## src/rtl/count_readout_pkg.sv

```systemverilog
// Shared types and constants for the count_readout block: FSM states,
// register map addresses, status bit positions and byte-select helper.
package count_readout_pkg;

  localparam int unsigned NUM_CH = 4;
  localparam int unsigned CNT_W  = 16;
  localparam int unsigned DATA_W = 8;
  localparam int unsigned ADDR_W = 4;
  localparam int unsigned WD_W   = 16;

  typedef enum logic [2:0] {
    ST_IDLE    = 3'd0,
    ST_ACTIVE  = 3'd1,
    ST_CAPTURE = 3'd2,
    ST_READY   = 3'd3,
    ST_CLEAR   = 3'd4
  } state_e;

  localparam logic [ADDR_W-1:0] ADDR_CNT0_LO = 4'd0;
  localparam logic [ADDR_W-1:0] ADDR_CNT0_HI = 4'd1;
  localparam logic [ADDR_W-1:0] ADDR_CNT1_LO = 4'd2;
  localparam logic [ADDR_W-1:0] ADDR_CNT1_HI = 4'd3;
  localparam logic [ADDR_W-1:0] ADDR_CNT2_LO = 4'd4;
  localparam logic [ADDR_W-1:0] ADDR_CNT2_HI = 4'd5;
  localparam logic [ADDR_W-1:0] ADDR_CNT3_LO = 4'd6;
  localparam logic [ADDR_W-1:0] ADDR_CNT3_HI = 4'd7;
  localparam logic [ADDR_W-1:0] ADDR_STATUS  = 4'd8;
  localparam logic [ADDR_W-1:0] ADDR_ZERO    = 4'd9;

  localparam int unsigned STAT_READY   = 7;
  localparam int unsigned STAT_TIMEOUT = 6;
  localparam int unsigned STAT_OVERRUN = 5;
  localparam int unsigned STAT_RUN_LSB = 0;

  // Select the low or high byte of a 16-bit snapshot
  function automatic logic [DATA_W-1:0] cnt_byte(input logic [CNT_W-1:0] cnt,
                                                 input logic hi);
    return hi ? cnt[CNT_W-1:DATA_W] : cnt[DATA_W-1:0];
  endfunction

endpackage

```

## src/rtl/readout_watchdog.sv

```systemverilog
// ACTIVE-state watchdog: counts enabled cycles, zeroed by clr, flags expiry
// when the count reaches LIMIT-1. Instantiated only with COUNT_READOUT_TIMEOUT_EN.
module readout_watchdog
  import count_readout_pkg::*;
#(
  parameter logic [WD_W-1:0] LIMIT = 16'd50000
) (
  input  logic clk,
  input  logic reset_n,
  input  logic en,
  input  logic clr,
  output logic expired
);

  logic [WD_W-1:0] r_count;

  always_ff @(posedge clk or negedge reset_n) begin
    if (!reset_n) begin
      r_count <= '0;
    end else if (clr) begin
      r_count <= '0;
    end else if (en && !expired) begin
      r_count <= r_count + WD_W'(1);
    end
  end

  // Expiry is only meaningful while counting; it drives the owner's transition
  assign expired = en && (r_count == (LIMIT - WD_W'(1)));

endmodule

```

## src/rtl/count_readout.sv

```systemverilog
// Snapshot/readout controller for four channel counters with host handshake.
// Optional ACTIVE watchdog enabled by defining COUNT_READOUT_TIMEOUT_EN.
module count_readout
  import count_readout_pkg::*;
#(
  parameter logic [WD_W-1:0] TIMEOUT_CYCLES = 16'd50000
) (
  input  logic                     clk,
  input  logic                     reset_n,
  input  logic [NUM_CH-1:0]        run,
  input  logic [NUM_CH*CNT_W-1:0]  count_flat,
  input  logic                     ack,
  input  logic                     rd_req,
  input  logic [ADDR_W-1:0]        rd_addr,
  output logic [DATA_W-1:0]        rd_data,
  output logic                     rd_valid,
  output logic                     clear,
  output logic                     irq
);

  state_e                        r_state;
  state_e                        w_state_nxt;
  logic [NUM_CH-1:0][CNT_W-1:0]  r_snap;
  logic [NUM_CH-1:0]             r_run_prev;
  logic                          r_overrun;
  logic                          r_timeout;
  logic [DATA_W-1:0]             r_rd_data;
  logic                          r_rd_valid;
  logic                          r_clear;
  logic                          r_irq;

  logic                          w_wd_expired;
  logic                          w_timeout_hit;
  logic [NUM_CH-1:0]             w_run_rise;
  logic [NUM_CH-1:0]             w_zero_mask;
  logic [DATA_W-1:0]             w_status;
  logic [DATA_W-1:0]             w_rd_mux;

`ifdef COUNT_READOUT_TIMEOUT_EN
  readout_watchdog #(
    .LIMIT   (TIMEOUT_CYCLES)
  ) u_watchdog (
    .clk     (clk),
    .reset_n (reset_n),
    .en      (r_state == ST_ACTIVE),
    .clr     (r_state != ST_ACTIVE),
    .expired (w_wd_expired)
  );
`else
  logic w_unused_timeout_cfg;
  assign w_unused_timeout_cfg = ^TIMEOUT_CYCLES;
  assign w_wd_expired         = 1'b0;
`endif

  assign w_run_rise = run & ~r_run_prev;

  always_ff @(posedge clk or negedge reset_n) begin
    if (!reset_n) begin
      r_state <= ST_IDLE;
    end else begin
      r_state <= w_state_nxt;
    end
  end

  // A run-low exit always wins over a simultaneous watchdog expiry
  always_comb begin
    w_state_nxt   = r_state;
    w_timeout_hit = 1'b0;
    unique case (r_state)
      ST_IDLE: begin
        if (|run) w_state_nxt = ST_ACTIVE;
      end
      ST_ACTIVE: begin
        if (run == '0) begin
          w_state_nxt = ST_CAPTURE;
        end else if (w_wd_expired) begin
          w_state_nxt   = ST_CAPTURE;
          w_timeout_hit = 1'b1;
        end
      end
      ST_CAPTURE: w_state_nxt = ST_READY;
      ST_READY: begin
        if (ack) w_state_nxt = ST_CLEAR;
      end
      ST_CLEAR:   w_state_nxt = ST_IDLE;
      default:    w_state_nxt = ST_IDLE;
    endcase
  end

  always_comb begin
    w_status               = '0;
    w_status[STAT_READY]   = (r_state == ST_READY);
    w_status[STAT_TIMEOUT] = r_timeout;
    w_status[STAT_OVERRUN] = r_overrun;
    w_status[STAT_RUN_LSB +: NUM_CH] = run;
    for (int n = 0; n < NUM_CH; n++) begin
      w_zero_mask[n] = (r_snap[n] == '0);
    end
  end

  always_comb begin
    w_rd_mux = '0;
    case (rd_addr)
      ADDR_CNT0_LO: w_rd_mux = cnt_byte(r_snap[0], 1'b0);
      ADDR_CNT0_HI: w_rd_mux = cnt_byte(r_snap[0], 1'b1);
      ADDR_CNT1_LO: w_rd_mux = cnt_byte(r_snap[1], 1'b0);
      ADDR_CNT1_HI: w_rd_mux = cnt_byte(r_snap[1], 1'b1);
      ADDR_CNT2_LO: w_rd_mux = cnt_byte(r_snap[2], 1'b0);
      ADDR_CNT2_HI: w_rd_mux = cnt_byte(r_snap[2], 1'b1);
      ADDR_CNT3_LO: w_rd_mux = cnt_byte(r_snap[3], 1'b0);
      ADDR_CNT3_HI: w_rd_mux = cnt_byte(r_snap[3], 1'b1);
      ADDR_STATUS:  w_rd_mux = w_status;
      ADDR_ZERO:    w_rd_mux = DATA_W'(w_zero_mask);
      default:      w_rd_mux = '0;
    endcase
  end

  // Outputs follow the next state so irq/clear line up with READY/CLEAR
  always_ff @(posedge clk or negedge reset_n) begin
    if (!reset_n) begin
      r_snap     <= '0;
      r_run_prev <= '0;
      r_overrun  <= 1'b0;
      r_timeout  <= 1'b0;
      r_rd_data  <= '0;
      r_rd_valid <= 1'b0;
      r_clear    <= 1'b0;
      r_irq      <= 1'b0;
    end else begin
      r_run_prev <= run;
      r_clear    <= (w_state_nxt == ST_CLEAR);
      r_irq      <= (w_state_nxt == ST_READY);
      r_rd_valid <= rd_req;
      if (rd_req) begin
        r_rd_data <= w_rd_mux;
      end
      if (r_state == ST_CAPTURE) begin
        r_snap    <= count_flat;
        r_overrun <= 1'b0;
      end else if ((r_state == ST_READY) && (|w_run_rise)) begin
        r_overrun <= 1'b1;
      end
      if ((r_state == ST_ACTIVE) && (w_state_nxt == ST_CAPTURE)) begin
        r_timeout <= w_timeout_hit;
      end
    end
  end

  assign rd_data  = r_rd_data;
  assign rd_valid = r_rd_valid;
  assign clear    = r_clear;
  assign irq      = r_irq;

endmodule
```

## config.mk

```make
export PLATFORM = sky130hd
export DESIGN_NAME = count_readout
export DESIGN_NICKNAME = d
export VERILOG_FILES = /design/src/rtl/count_readout_pkg.sv /design/src/rtl/readout_watchdog.sv /design/src/rtl/count_readout.sv
export SDC_FILE = /design/constraint.sdc
export NUM_CORES = 1
export LEC_CHECK = 0
export BUFFER_PORTS_ARGS = -buffer_cell sky130_fd_sc_hd__buf_2
export CORE_AREA = 8 8 98 100
export CTS_BUF_LIST = sky130_fd_sc_hd__clkbuf_4
export DETAILED_ROUTE_END_ITERATION = 8
export DIE_AREA = 0 0 106 108
export PLACE_DENSITY = 0.73
export SLEW_MARGIN = 20
export SYNTH_ARGS = -nofsm -noshare
export SYNTH_HDL_FRONTEND = slang
export SYNTH_SLANG_ARGS = --single-unit
```

## constraint.sdc

```tcl
create_clock -name clk -period 1.85 [get_ports clk]
set_clock_uncertainty 0.05 [all_clocks]
set_input_delay 0.37 -clock clk [delete_from_list [all_inputs] [get_ports clk]]
set_output_delay 0.37 -clock clk [all_outputs]
set_load 0.02 [all_outputs]
```

[Yosys cells after proc, flatten, opt, wreduce, memory -nomap -nowiden]
Index checks and enable logic that the tools add are counted.
Storage, ports and cells
  flip-flop bits (word level): 83
  latch bits: 0
  RAM bits: 0
  ROM bits: 0
  output and inout port bits: 11
  memories: 0
Operators by class
  $add $sub $neg: 0
  multiply operators: 0
  divide/modulo/power cells: 0
  $lt $le $gt $ge: 0
  eq/ne operators: 14
  shift-type cells: 0
  muxes and demuxes: 7
  bitwise gates (word level): 2
  reduce and logical (&&, ||, !) cells: 11
Operators by type and width (count)
  case mux 8 bit (10 select lines): 1
  logical NOT 16 bit: 4
  equality test 4 x 3 -> 1 bit, second input constant: 4
  case mux 3 bit (4 select lines): 1
  equality test 3 x 2 -> 1 bit, second input constant: 3
  two-way mux 3 bit: 3
  equality test 4 x 2 -> 1 bit, second input constant: 2
  equality test 4 bit, second input constant: 2
  logical NOT 4 bit: 2
  OR reduction 4 bit: 2
  AND 4 bit: 1
  equality test 4 x 1 -> 1 bit, second input constant: 1
  NOT 4 bit: 1
  equality test 3 x 1 -> 1 bit, second input constant: 1
  equality test 3 bit, second input constant: 1
  logical NOT 3 bit: 1
  two-way mux 1 bit: 2
  nonzero test 2 bit: 1
  logical AND 1 bit: 1

[Logic depth before layout (Yosys ltp)]
Gate-level depths: netlist of the first run.
  word-level depth: 6
  gate-level depth with buffers: 7
  gate-level depth less buffers: 5

[Worst setup path before layout of the first run]
OpenSTA, ideal clock, no wires.
  path kind: input port to flip-flop
  start: in rd_addr[2]
  end: reg r_rd_data[1] (netlist: rd_data[1])
  library setup time: 126 ps
  data arrival time: 1392 ps
  path slack: 282 ps
  stages: 6
  cell sequence: buf_2 > buf_4 > mux4_2 > nand2_1 > o21ai_1 > a221o_1
Between the ends
  word-level cells in the longest chain between the ends: 2
  elaborated cells on any way between the ends: 11
  classes of those cells: 9 x eq/ne; 1 x mux; 1 x reduce/logical
Ends and longest elaborated chain
  from (decl): RTL line count_readout.sv:14  | input logic [ADDR_W-1:0] rd_addr,
  equality test 4 bit (tied with other cells): RTL line count_readout.sv:103  | case (rd_addr)
  case mux 8 bit (10 select lines) *: RTL line count_readout.sv:103
  to (signal assigned): RTL line count_readout.sv:135  | r_rd_data <= w_rd_mux;
  to (decl): RTL line count_readout.sv:27  | logic [DATA_W-1:0] r_rd_data;
Every way passes the cells marked *; elsewhere a longest branch is shown, timed or not.
A chain may end at the register's enable or synchronous reset.

[Final worst setup path of the first run]
  start: reg r_state[2]
  end: reg r_snap[18] (netlist name)
Between the ends
  word-level cells in the longest chain between the ends: 1
Ends and longest elaborated chain
  from (decl): RTL line count_readout.sv:21  | state_e r_state;
  from (signal assigned): RTL line count_readout.sv:61  | r_state <= w_state_nxt;
  equality test 3 x 2 -> 1 bit: RTL line count_readout.sv:137  | if (r_state == ST_CAPTURE) begin
  to (signal assigned): RTL line count_readout.sv:138  | r_snap <= count_flat;
  to (decl): RTL line count_readout.sv:23  | logic [NUM_CH-1:0][CNT_W-1:0] r_snap;
No other way between the ends.

==> results of run 1 <==
critical path: stages, from the launching register on:
cell	delay (ps)
dfrtp_1	440
nand2b_1	240
nor2_4	190
buf_12	240
mux2_2	370
area by class of cell:
cell class,count,area (sq um)
Clock buffer,10,75.1
Clock inverter,6,66.3
Fill cell,716,3420
Inverter,7,26.3
Multi-Input combinational cell,193,1670
Sequential cell,83,2080
Tap cell,105,131
Timing Repair Buffer,98,588
per-stage QoR:
| step | cell area [sq um] | hold slack (ps) |
|---|---|---|
| finish | 4640 | 30.7 |
| global route | 4640 | 29.0 |
| CTS | 4640 | 20.1 |
| detailed placement | 4480 | 219 |
| global placement | 4480 | 217 |
| floorplan | 3890 | 24.4 |
timing repair:
| action | CTS | global route |
|---|---|---|
| endpoints found under the hold margin | 18 | 0 |
| hold buffers | 1 | 0 |
| endpoints found under the setup margin | 0 | 0 |
state kept, by name, summed over array words and instances, names as in the netlist:
signal / cells
r_overrun: 1
r_state: 3
irq: 1
r_run_prev: 4
r_snap: 64
clear: 1
rd_data: 8
rd_valid: 1
path summary, 6_finish.rpt:
path / to / start / cells past startpoint / slack [ps]
max: r_snap[18] / r_state[2] / 4 / 180
min: r_run_prev[3] / run[3] / 1 / 30
max reg2reg: r_snap[18] / r_state[2] / 4 / 180
min reg2reg: r_state[1] / r_state[2] / 1 / 450
max in group asynchronous: r_snap[53] / reset_n / 3 / 930
min in group asynchronous: irq / reset_n / 2 / 260
cells in the final DEF, fill, tap and decap left out, types with 4 or more instances in the layout:
cell type and count:
nand2b_1 4, nand3_1 6, buf_4 7, nor2b_1 7, buf_12 5, nor4_1 15, a22oi_1 6, nand2_1 8
inv_1 7, mux2i_1 8, buf_2 85, nand4_1 4, clkbuf_4 10, dfrtp_1 83, mux4_2 6, nor2_1 11
mux2_2 68, a21oi_1 9, o21ai_0 4
kinds of logic after synthesis:
group	count (synthesis)
flip-flops	83
multiplexers	82
AND/OR/NAND/NOR	67
AO/OA/AOI/OAI	44
buffers and inverters	24
power by group:
part | switching (mW) | leakage, nW | total (mW) | internal [mW]
registers | 0.622 | 1.06 | 3.07 | 2.45
clock network | 0.626 | 0.0702 | 1.05 | 0.427
logic | 0.574 | 1.03 | 1.45 | 0.877
total | 1.82 | 2.16 | 5.57 | 3.75
per-layer routing:
metal	track usage, %	up-vias	part of all wire, %	routed length (um)
met3	4.94	16	7.5	752
met2	29.0	105	49	4860
met5	0	-	0	0
met4	7.34	0	1.6	157
met1	22.8	1407	42	4250
li1	-	1311	-	-
==> results.yml, run 1 <==
outcome:
  outcome: "complete, no violations"
global_routing:
  grt_antenna_before_repair: 0
  grt_pass1_vias: 3141
  track_usage_pct: 18.0
  grt_max_degree: 47
  grt_pass1_wl_um: 16300
  grt_remaining_overflow: 0
yosys:
  synth_simple_gate_area_share_pct: 9.56
  netlist_area_sq_mm: 0.00389
  synthFlopType: "dfrtp_1"
  ys_ff_latch: 83
  synth.most_common_cell: "dfrtp_1"
  synth_top_area_share_pct: 53.4
  synth-compound-area-share_pct: 8.01
  muxShareOfSynthArea_pct: 25.2
  yosys.area_share.adder_pct: 0
  syn_nets: 376
  synth_cells: 300
  yosysTopAreaCell: "dfrtp_1"
  ys_seq_area_share_pct: 53.4
  synth_edf_count: 0
  synth_commonest_cells: "dfrtp_1 (83), mux2_2 (68), nor4_1 (15)"
  ys_top_cells_by_area: "dfrtp_1 (53%), mux2_2 (20%), mux4_2 (3.5%), nor4_1 (2.4%), mux2i_1 (2.1%)"
  synth_top_family_by_area: "multiplexers"
  synth_xor_area_share_pct: 0
  async_flop_share_pct: 100
  yosysWarnings: 0
  avgSynthCellArea_sq_um: 13.0
  ys_types: 44
worst_setup_path:
  arrival_ps: 1950
  worstPathRequired_ps: 2130
  critical_path.max_fanout: 40
  start_kind: "register"
  crit_type: "reg2reg"
  cp-end-kind: "register"
placed_design:
  gp_congestion: 0.944
  post-place-cells: 485
  dp_hpwl_um: 7810
  io_buffers: 86
  pre_cts_slack_ps: 103
sta:
  fin_tns_setup_ps: 0
  setup_viol: 0
  fmax_mhz: 597
  tightest_slew_ps: 425
  hold_viol_final: 0
  rsz0062_at_grt: "no"
  relSlewSlack_pct: 71.6
  min_period_ps: 1670
  period_share_pct: 90.5
  drv_slew: 0
  setup_ws_ps: 175
flow_run:
  maxCapViolCount: 0
clock_tree:
  cts_made_buffers: 9
  clockBufferDepth: 2
  cts_sinks: 83
  cts-resized-gates: 0
  post-cts-setup-buffer-count: 0
  cts_tree: "done"
  ctsRootBufferMaster: "clkbuf_4"
  cts-htree-levels: 3
  clock_latency_ps: 450
  path_clk_slew_ps: 150
power_and_ir_drop:
  ir_worst_vdd_mv: 0.603
  power_leakage_nw: 2.16
  total_power_mw: 5.57
  power.density_mw_per_mm2: 1200
floorplan:
  initial_utilization_pct: 48.3
  fp.dieW_um: 106
  rows: 33
  fp.dieH_um: 108
  core-area_sq_mm: 0.00805
  dieArea_sq_mm: 0.0114
  ios: 87
layout:
  final_nets: 468
  stdcell_count: 502
  diodes: 0
  fin_util_pct: 57.6
  drive_gt1_share_pct: 47.9
  syn2layout_area_growth_pct: 19.2
detailed_routing:
  postRouteAntennaNets: 0
  drc_errors: 0
  dr.pass1.iters: 4
  wl_per_cell_um: 20.0
  num_vias: 2839
  drt_wl_total_um: 10000
  drtIter0Drc: 173
  viasPerCell: 5.66
min_path:
  min_path_type: "in2reg"
Note: power is estimated with default switching activity, not from simulation.
==> run 2: changes to the inputs <==
Settings changed: REMOVE_ABC_BUFFERS set to 1, SKIP_LAST_GASP set to 1.
==> run 2 against run 1 <==
Net effect: design area grew 0.32%; cell count grew 1.0%; critical path depth is the same; critical path type unchanged; critical endpoint is now r_snap[52].
==> results.yml, run 2 (synthesis results as in run 1) <==
clock_tree:
  post-cts-setup-buffer-count: 0
  cts-resized-gates: 0
  cts_tree: "done"
  cts_made_buffers: 9
  path_clk_slew_ps: 130
  ctsRootBufferMaster: "clkbuf_4"
  clockBufferDepth: 2
  cts_sinks: 83
  clock_latency_ps: 430
  cts-htree-levels: 3
sta:
  tightest_slew_ps: 419
  fmax_mhz: 620
  setup_viol: 0
  rsz0062_at_grt: "no"
  drv_slew: 0
  period_share_pct: 87.2
  hold_viol_final: 0
  min_period_ps: 1610
  relSlewSlack_pct: 71.8
  setup_ws_ps: 236
layout:
  largest_reg_flops: 64
  syn2layout_area_growth_pct: 19.6
  regMostFlops: "r_snap"
  drive_gt1_share_pct: 48.1
  final_common_cell: "buf_2"
  fillers: 721
  final_cell_mix: "buf_2 (85), dfrtp_1 (83), mux2_2 (68)"
  regArea_sq_mm: 0.00208
  fin_util_pct: 57.8
  multiInputGateArea_sq_mm: 0.00167
  final_nets: 472
global_routing:
  track_usage_pct: 17.9
  grt_antenna_before_repair: 0
  grt_max_degree: 40
  grt_remaining_overflow: 0
  grt_pass1_vias: 3050
  grt_pass1_wl_um: 16200
min_path:
  worstHoldEndpoint: "r_run_prev[3]"
  worstHoldStart: "run[3]"
  min_path_type: "in2reg"
  whs_path_depth: 1
detailed_routing:
  drtIter0Drc: 137
  dr.pass1.iters: 4
  drc_errors: 0
  wl_per_cell_um: 18.9
  postRouteAntennaNets: 0
  drt_wl_total_um: 9590
  num_vias: 2824
  viasPerCell: 5.57
worst_setup_path:
  arrival_ps: 1880
  r2r_slack_ps: 240
  cp-end-kind: "register"
  r2r-end: "r_snap[52]"
  worstPathRequired_ps: 2110
  reg2reg_from: "r_state[2]"
  crit_type: "reg2reg"
  critical_path.max_fanout: 38
  reg2reg_depth: 4
  start_kind: "register"
power_and_ir_drop:
  ir_worst_vdd_mv: 0.514
  power.density_mw_per_mm2: 1180
  power_leakage_nw: 2.17
floorplan:
  core-area_sq_mm: 0.00805
  dieArea_sq_mm: 0.0114
  fp.dieW_um: 106
  initial_utilization_pct: 48.3
  fp.dieH_um: 108
  rows: 33
  ios: 87
placed_design:
  dp_hpwl_um: 7580
  io_buffers: 86
  gp_congestion: 0.925
  pre_cts_slack_ps: 53.3
flow_run:
  maxCapViolCount: 0
outcome:
  outcome: "complete, no violations"
-- run 2: cell count changes in the layout (fill, tap and decap cells not counted), sizes merged --
cell	before	now
buf	97	101
clkbuf	10	9
clkinvlp	2	3
diode	0	1
-- run 2: routing by layer --
metal  vias up  routed length (um)  track usage (%)
li1       1327                   -                -
met1      1401                4270             23.4
met2        85                4600             28.2
met3        11                 587             5.23
met4         0                 136             5.73
met5         -                   0                0
-- run 2: power by group --
group / internal (mW) / total [mW] / switching (mW) / leakage [nW]
sequential: 2.45 / 3.02 / 0.577 / 1.06
clock: 0.404 / 1.02 / 0.614 / 0.0632
combinational: 0.879 / 1.45 / 0.573 / 1.04
-- run 2: worst max-delay path, cell delays in order (launching register included) --
cell	delay, ps
dfrtp_1	430
nand2b_1	230
nor2_4	180
buf_12	230
mux2_2	360
-- run 2: through the flow --
step / total power, mW / area (sq um) / instances / hold slack, ps / TNS (ps)
2_1_floorplan: 3.87 / 3770 / 283 / 24.4 / -133660
3_3_place_gp: 4.48 / 4500 / 489 / 255 / 0
3_5_place_dp: 4.54 / 4500 / 489 / 257 / 0
4_1_cts: 5.56 / 4650 / 506 / 33.9 / 0
5_1_grt: 5.84 / 4650 / 506 / 27.2 / 0
6_report: 5.50 / 4650 / 507 / 58.9 / 0
-- run 2: layout make-up --
cell class	count	area share (%)
clock buffer	9	1.45
multi-input combinational	193	35.9
clock inverter	7	1.48
sequential	83	44.7
timing repair buffer	102	13.0
antenna	1	0.0538
tap	105	2.82
inverter	7	0.565
-- run 2: how the worst max path moves through the flow --
stage,startpoint,endpoint,slack [ps],depth (start not counted)
2_1_floorplan,r_state[2],r_snap[0],-2060,3
5_1_grt,r_state[2],r_snap[54],170,4
3_3_place_gp,rd_addr[2],rd_data[1],90,5
4_1_cts,r_state[2],r_snap[52],230,4
6_report,r_state[2],r_snap[52],240,4
3_5_place_dp,rd_addr[2],rd_data[5],50,6
-- run 2: what timing repair did --
item,4_1_cts,5_1_grt
setup endpoints to repair,0,0
endpoints found under the hold margin,25,0
hold buffers,1,0
